--- src/rtl/natv_apb_pkg.sv ---
// Shared types and constants for the native-bus to APB bridge family.
// Holds the FSM state encoding, default sizing and the error read pattern.
package natv_apb_pkg;

   typedef enum logic [1:0] {
      ST_IDLE   = 2'd0,
      ST_SETUP  = 2'd1,
      ST_ACCESS = 2'd2,
      ST_RESP   = 2'd3
   } state_e;

   localparam int unsigned NSLV_DEF     = 8;
   localparam int unsigned SEL_W        = $clog2(NSLV_DEF);
   localparam logic [31:0] ERR_DATA_DEF = 32'hDEAD_BEEF;

   // Select-index width, never below one bit so ports stay legal
   function automatic int unsigned sel_width(input int unsigned n);
      return (n < 2) ? 1 : $clog2(n);
   endfunction

endpackage

--- src/rtl/natv_apb_dec.sv ---
// Combinational window decoder: hit test, slave index, one-hot select and
// word-aligned offset within the selected slave region.
module natv_apb_dec
   import natv_apb_pkg::*;
#(
   parameter logic [31:0] BASE_ADDR   = 32'h0300_0000,
   parameter int unsigned NSLV        = NSLV_DEF,
   parameter int unsigned SLV_SEL_LSB = 12,
   localparam int unsigned SW         = sel_width(NSLV)
) (
   input  logic [31:0]            addr_i,
   output logic                   hit_o,
   output logic [SW-1:0]          idx_o,
   output logic [NSLV-1:0]        onehot_o,
   output logic [SLV_SEL_LSB-1:0] paddr_o
);

   localparam int unsigned TAG_LSB = SLV_SEL_LSB + SW;
   localparam logic [SLV_SEL_LSB-1:0] WORD_MASK = {{(SLV_SEL_LSB-2){1'b1}}, 2'b00};

   assign hit_o   = (addr_i[31:TAG_LSB] == BASE_ADDR[31:TAG_LSB]);
   assign idx_o   = addr_i[SLV_SEL_LSB +: SW];
   assign paddr_o = addr_i[SLV_SEL_LSB-1:0] & WORD_MASK;

   generate
      for (genvar gi = 0; gi < NSLV; gi++) begin : g_onehot
         assign onehot_o[gi] = (idx_o == SW'(gi));
      end
   endgenerate

endmodule

--- src/rtl/natv_apb_bridge.sv ---
// Native valid/ready responder bridging into an APB initiator with NSLV selects.
// One ready pulse per request; decode miss, PSLVERR and timeout return ERR_DATA.
module natv_apb_bridge
   import natv_apb_pkg::*;
#(
   parameter logic [31:0] BASE_ADDR   = 32'h0300_0000,
   parameter int unsigned NSLV        = NSLV_DEF,
   parameter int unsigned SLV_SEL_LSB = 12,
   parameter int unsigned TIMEOUT     = 255,
   parameter logic [31:0] ERR_DATA    = ERR_DATA_DEF
) (
   input  logic                   clk_i,
   input  logic                   rst_n_i,
   input  logic                   natv_valid_i,
   input  logic [31:0]            natv_addr_i,
   input  logic [31:0]            natv_wdata_i,
   input  logic [3:0]             natv_wstrb_i,
   output logic [31:0]            natv_rdata_o,
   output logic                   natv_ready_o,
   output logic [SLV_SEL_LSB-1:0] apb_paddr_o,
   output logic [31:0]            apb_pwdata_o,
   output logic [3:0]             apb_pstrb_o,
   output logic                   apb_pwrite_o,
   output logic [NSLV-1:0]        apb_psel_o,
   output logic                   apb_penable_o,
   input  logic [NSLV*32-1:0]     apb_prdata_i,
   input  logic [NSLV-1:0]        apb_pready_i,
   input  logic [NSLV-1:0]        apb_pslverr_i,
   output logic                   err_o
);

   localparam int unsigned SW       = sel_width(NSLV);
   localparam logic [15:0] CNT_LAST = 16'(TIMEOUT - 1);

   logic                   dec_hit;
   logic [SW-1:0]          dec_idx;
   logic [NSLV-1:0]        dec_onehot;
   logic [SLV_SEL_LSB-1:0] dec_paddr;

   state_e                 state_q, state_d;
   logic [SLV_SEL_LSB-1:0] paddr_q, paddr_d;
   logic [31:0]            pwdata_q, pwdata_d;
   logic [3:0]             pstrb_q, pstrb_d;
   logic [SW-1:0]          idx_q, idx_d;
   logic [NSLV-1:0]        psel_q, psel_d;
   logic                   penable_q, penable_d;
   logic                   ready_q, ready_d;
   logic                   err_q, err_d;
   logic [31:0]            rdata_q, rdata_d;
   logic [15:0]            cnt_q, cnt_d;

   logic [31:0]            prdata_arr [NSLV];
   logic [31:0]            sel_prdata;
   logic                   sel_pready;
   logic                   sel_pslverr;
   logic                   pwrite;

   natv_apb_dec #(
      .BASE_ADDR   (BASE_ADDR),
      .NSLV        (NSLV),
      .SLV_SEL_LSB (SLV_SEL_LSB)
   ) u_dec (
      .addr_i   (natv_addr_i),
      .hit_o    (dec_hit),
      .idx_o    (dec_idx),
      .onehot_o (dec_onehot),
      .paddr_o  (dec_paddr)
   );

   generate
      for (genvar gi = 0; gi < NSLV; gi++) begin : g_prdata
         assign prdata_arr[gi] = apb_prdata_i[32*gi +: 32];
      end
   endgenerate

   // Only the latched target slave is ever listened to
   assign sel_prdata  = prdata_arr[idx_q];
   assign sel_pready  = apb_pready_i[idx_q];
   assign sel_pslverr = apb_pslverr_i[idx_q];
   assign pwrite      = |pstrb_q;

   always_comb begin
      state_d   = state_q;
      paddr_d   = paddr_q;
      pwdata_d  = pwdata_q;
      pstrb_d   = pstrb_q;
      idx_d     = idx_q;
      psel_d    = psel_q;
      penable_d = penable_q;
      ready_d   = 1'b0;
      err_d     = 1'b0;
      rdata_d   = rdata_q;
      cnt_d     = cnt_q;
      case (state_q)
         ST_IDLE: begin
            rdata_d = '0;
            if (natv_valid_i) begin
               if (dec_hit) begin
                  paddr_d  = dec_paddr;
                  pwdata_d = natv_wdata_i;
                  pstrb_d  = natv_wstrb_i;
                  idx_d    = dec_idx;
                  psel_d   = dec_onehot;
                  state_d  = ST_SETUP;
               end else begin
                  rdata_d = ERR_DATA;
                  err_d   = 1'b1;
                  ready_d = 1'b1;
                  state_d = ST_RESP;
               end
            end
         end
         ST_SETUP: begin
            penable_d = 1'b1;
            cnt_d     = '0;
            state_d   = ST_ACCESS;
         end
         ST_ACCESS: begin
            cnt_d = cnt_q + 16'd1;
            // pready has priority over an expiring counter in the same cycle
            if (sel_pready || (cnt_q == CNT_LAST)) begin
               psel_d    = '0;
               penable_d = 1'b0;
               ready_d   = 1'b1;
               state_d   = ST_RESP;
               if (!sel_pready || sel_pslverr) begin
                  rdata_d = ERR_DATA;
                  err_d   = 1'b1;
               end else if (pwrite) begin
                  rdata_d = '0;
               end else begin
                  rdata_d = sel_prdata;
               end
            end
         end
         ST_RESP: begin
            cnt_d   = '0;
            rdata_d = '0;
            state_d = ST_IDLE;
         end
         default: begin
            psel_d    = '0;
            penable_d = 1'b0;
            state_d   = ST_IDLE;
         end
      endcase
   end

   always_ff @(posedge clk_i or negedge rst_n_i) begin
      if (!rst_n_i) begin
         state_q   <= ST_IDLE;
         paddr_q   <= '0;
         pwdata_q  <= '0;
         pstrb_q   <= '0;
         idx_q     <= '0;
         psel_q    <= '0;
         penable_q <= 1'b0;
         ready_q   <= 1'b0;
         err_q     <= 1'b0;
         rdata_q   <= '0;
         cnt_q     <= '0;
      end else begin
         state_q   <= state_d;
         paddr_q   <= paddr_d;
         pwdata_q  <= pwdata_d;
         pstrb_q   <= pstrb_d;
         idx_q     <= idx_d;
         psel_q    <= psel_d;
         penable_q <= penable_d;
         ready_q   <= ready_d;
         err_q     <= err_d;
         rdata_q   <= rdata_d;
         cnt_q     <= cnt_d;
      end
   end

   assign natv_rdata_o  = rdata_q;
   assign natv_ready_o  = ready_q;
   assign err_o         = err_q;
   assign apb_paddr_o   = paddr_q;
   assign apb_pwdata_o  = pwdata_q;
   assign apb_pstrb_o   = pstrb_q;
   assign apb_pwrite_o  = pwrite;
   assign apb_psel_o    = psel_q;
   assign apb_penable_o = penable_q;

endmodule

--- config.mk ---
export PLATFORM = sky130hd
export DESIGN_NAME = natv_apb_bridge
export DESIGN_NICKNAME = d
export VERILOG_FILES = /design/src/rtl/natv_apb_pkg.sv /design/src/rtl/natv_apb_dec.sv /design/src/rtl/natv_apb_bridge.sv
export SDC_FILE = /design/constraint.sdc
export NUM_CORES = 1
export LEC_CHECK = 0
export CORE_AREA = 2 2 167 169
export DETAILED_ROUTE_END_ITERATION = 10
export DIE_AREA = 0 0 169 171
export DONT_BUFFER_PORTS = 1
export PLACE_DENSITY_LB_ADDON = 0.1
export SLEW_MARGIN = 0
export SYNTH_ARGS = -nofsm -noshare
export SYNTH_HDL_FRONTEND = slang
export SYNTH_SLANG_ARGS = --single-unit
--- constraint.sdc ---
create_clock -name clk_i -period 4.35 [get_ports clk_i]
set_input_delay 0.87 -clock clk_i [delete_from_list [all_inputs] [get_ports clk_i]]
set_output_delay 0.87 -clock clk_i [all_outputs]
set_load 0.05 [all_outputs]
==> metrics <==
final WL=roughly 23,000 µm; Hold Vio Cnt, Final=0; Non-Filler Instances=939; DP Cell Count=just over 900; Critical Path RT=about 3500 ps; Syn Inst Count=a little over 600; Starting Density=between 20% and 30%; fin nets=roughly 940; Port Buf Inserts=0; setup TNS=0 ps; CP Cell Sequence=or4_2 > buf_4; Rel. slew slack=31.75%; detailed placement HPWL=around 17,000 µm; DR vias=about 5,000; synthesized area=about 6900 µm²; number of global-route vias before repair=about 5,100; CTS Root Cell=clkbuf_16; fin area=approximately 7400 µm²; Min-Delay Path Class=in2async; # rows=~60; register bit count reported by yosys=110; Worst Setup End Kind=output port; placed inst area=between 7000 and 8000 µm²; number of flops mapped to enable cells by yosys=0; CTS clk-pin slew, worst paths=80 ps; remaining global-route overflow=0; core area=about 27,000 µm²; FMAX=312.5 MHz; crit-path max FO=17; CTS tree=built; worst-margin pin slew=about 1000 ps; CTS Buf Count=9; vias per inst=approximately 5.4; CP arrival=2330 ps; Unique masters post-synth=just over 50; area leader, netlist=dfrtp_1; 1st-iter DRT viols=239; total number of yosys warnings=0; clock latency on the worst-skew pair=between 300 and 400 ps; first-pass GRT wire length=approximately 32,000 µm; status=finished, final reports clean; maximum vdd drop=approximately 0.20 mV; Pleak=between 2 and 3 nW; Top Ports=approximately 440; clk_skew=roughly 7.1 ps; post-synthesis sequential area ratio=39.92%; drt drc=0; initial antenna violation count=3; final worst path period share=73.55%; WL/cell=roughly 24 µm; fraction of layout cells with a size suffix above 1=about 27%; Most used DFF post-synth=dfrtp_1; ANT nets after route=0; DR pass1 iterations=4; slowest stage delay, CP=1030 ps; P per Cell Area=slightly below 500 nW/µm²; CTS Buffer Depth=2; overall die area=just under 30,000 µm²; fin. max-slew vios=0; Final setup violation count=0; CP Class=reg2out; Layout area overhead=7.948%; GRT Overall Usage=roughly 15%; Die Wd=approximately 170 µm; max-cap violation count=0; # resized after CTS=0; GP Congestion=between 0.8 and 0.9; Num Clock Sinks=110; CP startpoint kind=flip-flop; die height=171 µm; synth top area cells=dfrtp_1, mux2_2, mux4_2; Setup Buffers After CTS=0; min Tclk post-route=around 3200 ps; post-synth top area share=39.92%; RSZ-0062 raised after global routing=false; largest net degree at the start of global routing=~110; Worst path slowest cell=or4_2; H-tree Lvls=3; ys async rst share=100.0%; Hold Buf Count CTS=0; Post-Syn Area per Cell=approximately 11 µm²
[flip-flops by register name, indices dropped and copies added, names as in the netlist]
| register | count |
|---|---|
| apb_paddr_o | 10 |
| apb_penable_o | 1 |
| apb_psel_o | 8 |
| apb_pstrb_o | 4 |
| apb_pwdata_o | 32 |
| cnt_q | 16 |
| err_o | 1 |
| idx_q | 3 |
| natv_rdata_o | 32 |
| natv_ready_o | 1 |
| state_q | 2 |
[synth_stat cells, types with 5 or more instances]
| cell type | n |
|---|---|
| inv_1 | 8 |
| mux2_2 | 106 |
| nand2_1 | 10 |
| clkbuf_1 | 28 |
| nand3_1 | 6 |
| o21ai_0 | 29 |
| nor2b_1 | 27 |
| ha_1 | 7 |
| nor2_1 | 40 |
| buf_4 | 5 |
| dfrtp_1 | 110 |
| xor2_1 | 7 |
| o2bb2ai_1 | 8 |
| a211oi_1 | 24 |
| a2111oi_0 | 24 |
| a21oi_1 | 28 |
| o22ai_1 | 26 |
| buf_2 | 19 |
| mux4_2 | 20 |
| mux2i_1 | 34 |
| xnor2_1 | 5 |
[critical path, delay by kind of cell (launching register included)]
kind / cells / cell delay (ps)
buf+inv: 1 / 340
flops: 1 / 580
simple gates: 1 / 1030
[routing by layer]
metal	wire length [µm]	track usage, %
met5	13	0
met4	775	6.317
met3	1661	3.863
met2	11320	25.78
met1	8935	17.26
[stage by stage]
| stage | hold slack [ps] | total power, mW | setup slack [ps] | util [%] |
|---|---|---|---|---|
| after floorplan | 514.0 | 2.606 | 1702 | - |
| after global placement | 540.5 | 2.869 | 1430 | 26.15 |
| after detailed placement | 546.2 | 2.881 | 1405 | 26.15 |
| after CTS | 176.3 | 3.745 | 1097 | 27.22 |
| after global routing | 175.7 | 3.890 | 1059 | 27.24 |
| final | 202.9 | 3.659 | 1150 | 27.24 |
[cell type report]
class | instances | area (µm²)
Antenna cell | 2 | 5.005
Clock buffer | 9 | 225.2
Clock inverter | 7 | 68.82
Fill cell | 2791 | 19880
Inverter | 8 | 30.03
Multi-Input combinational cell | 449 | 3865
Sequential cell | 110 | 2756
Tap cell | 346 | 432.9
Timing Repair Buffer | 8 | 60.06
[final timing paths]
check	startpoint	to	slack (ps)	cells after the start
hold reg to reg	cnt_q[15]	cnt_q[15]	560	2
min in group clk_i	cnt_q[15]	cnt_q[15]	560	2
setup / recovery	apb_pstrb_o[1]	apb_pwrite_o	1150	2
max in group asynchronous	rst_n_i	natv_rdata_o[19]	3980	0
hold / removal	rst_n_i	apb_paddr_o[11]	200	0
setup reg to reg	cnt_q[13]	natv_rdata_o[2]	1410	5
[where the power goes]
group	total [mW]	switching, mW	internal, mW
combinational	0.811	0.497	0.314
clock	0.827	0.424	0.403
sequential	2.02	0.811	1.21
total	3.66	1.73	1.93
[cells by family after synthesis]
kind of cell             share of synthesized area [%]
AND/OR/NAND/NOR                                  9.653
adder cells (fa/ha/maj)                          1.270
multiplexers                                     28.78
AO/OA/AOI/OAI                                    14.53
XOR/XNOR                                         1.524
flip-flops                                       39.92
other                                          0.05438
buffers and inverters                            4.264
[cells in the final DEF (no fill, tap or decap), drive strengths merged, types with 4 or more instances in the layout]
master   count
xor2         7
nor4         5
nand2       10
nand4        4
xnor2        5
mux4        20
nor4b        4
nor2b       27
dfrtp      110
a211oi      24
o21ai       29
buf          8
nand3        6
o22ai       26
nor2        40
nor3         4
a2111oi     24
clkbuf       9
ha           7
mux2i       34
a21oi       29
mux2       106
inv         10
o2bb2ai      8
Note: power is estimated with default switching activity, not from simulation.
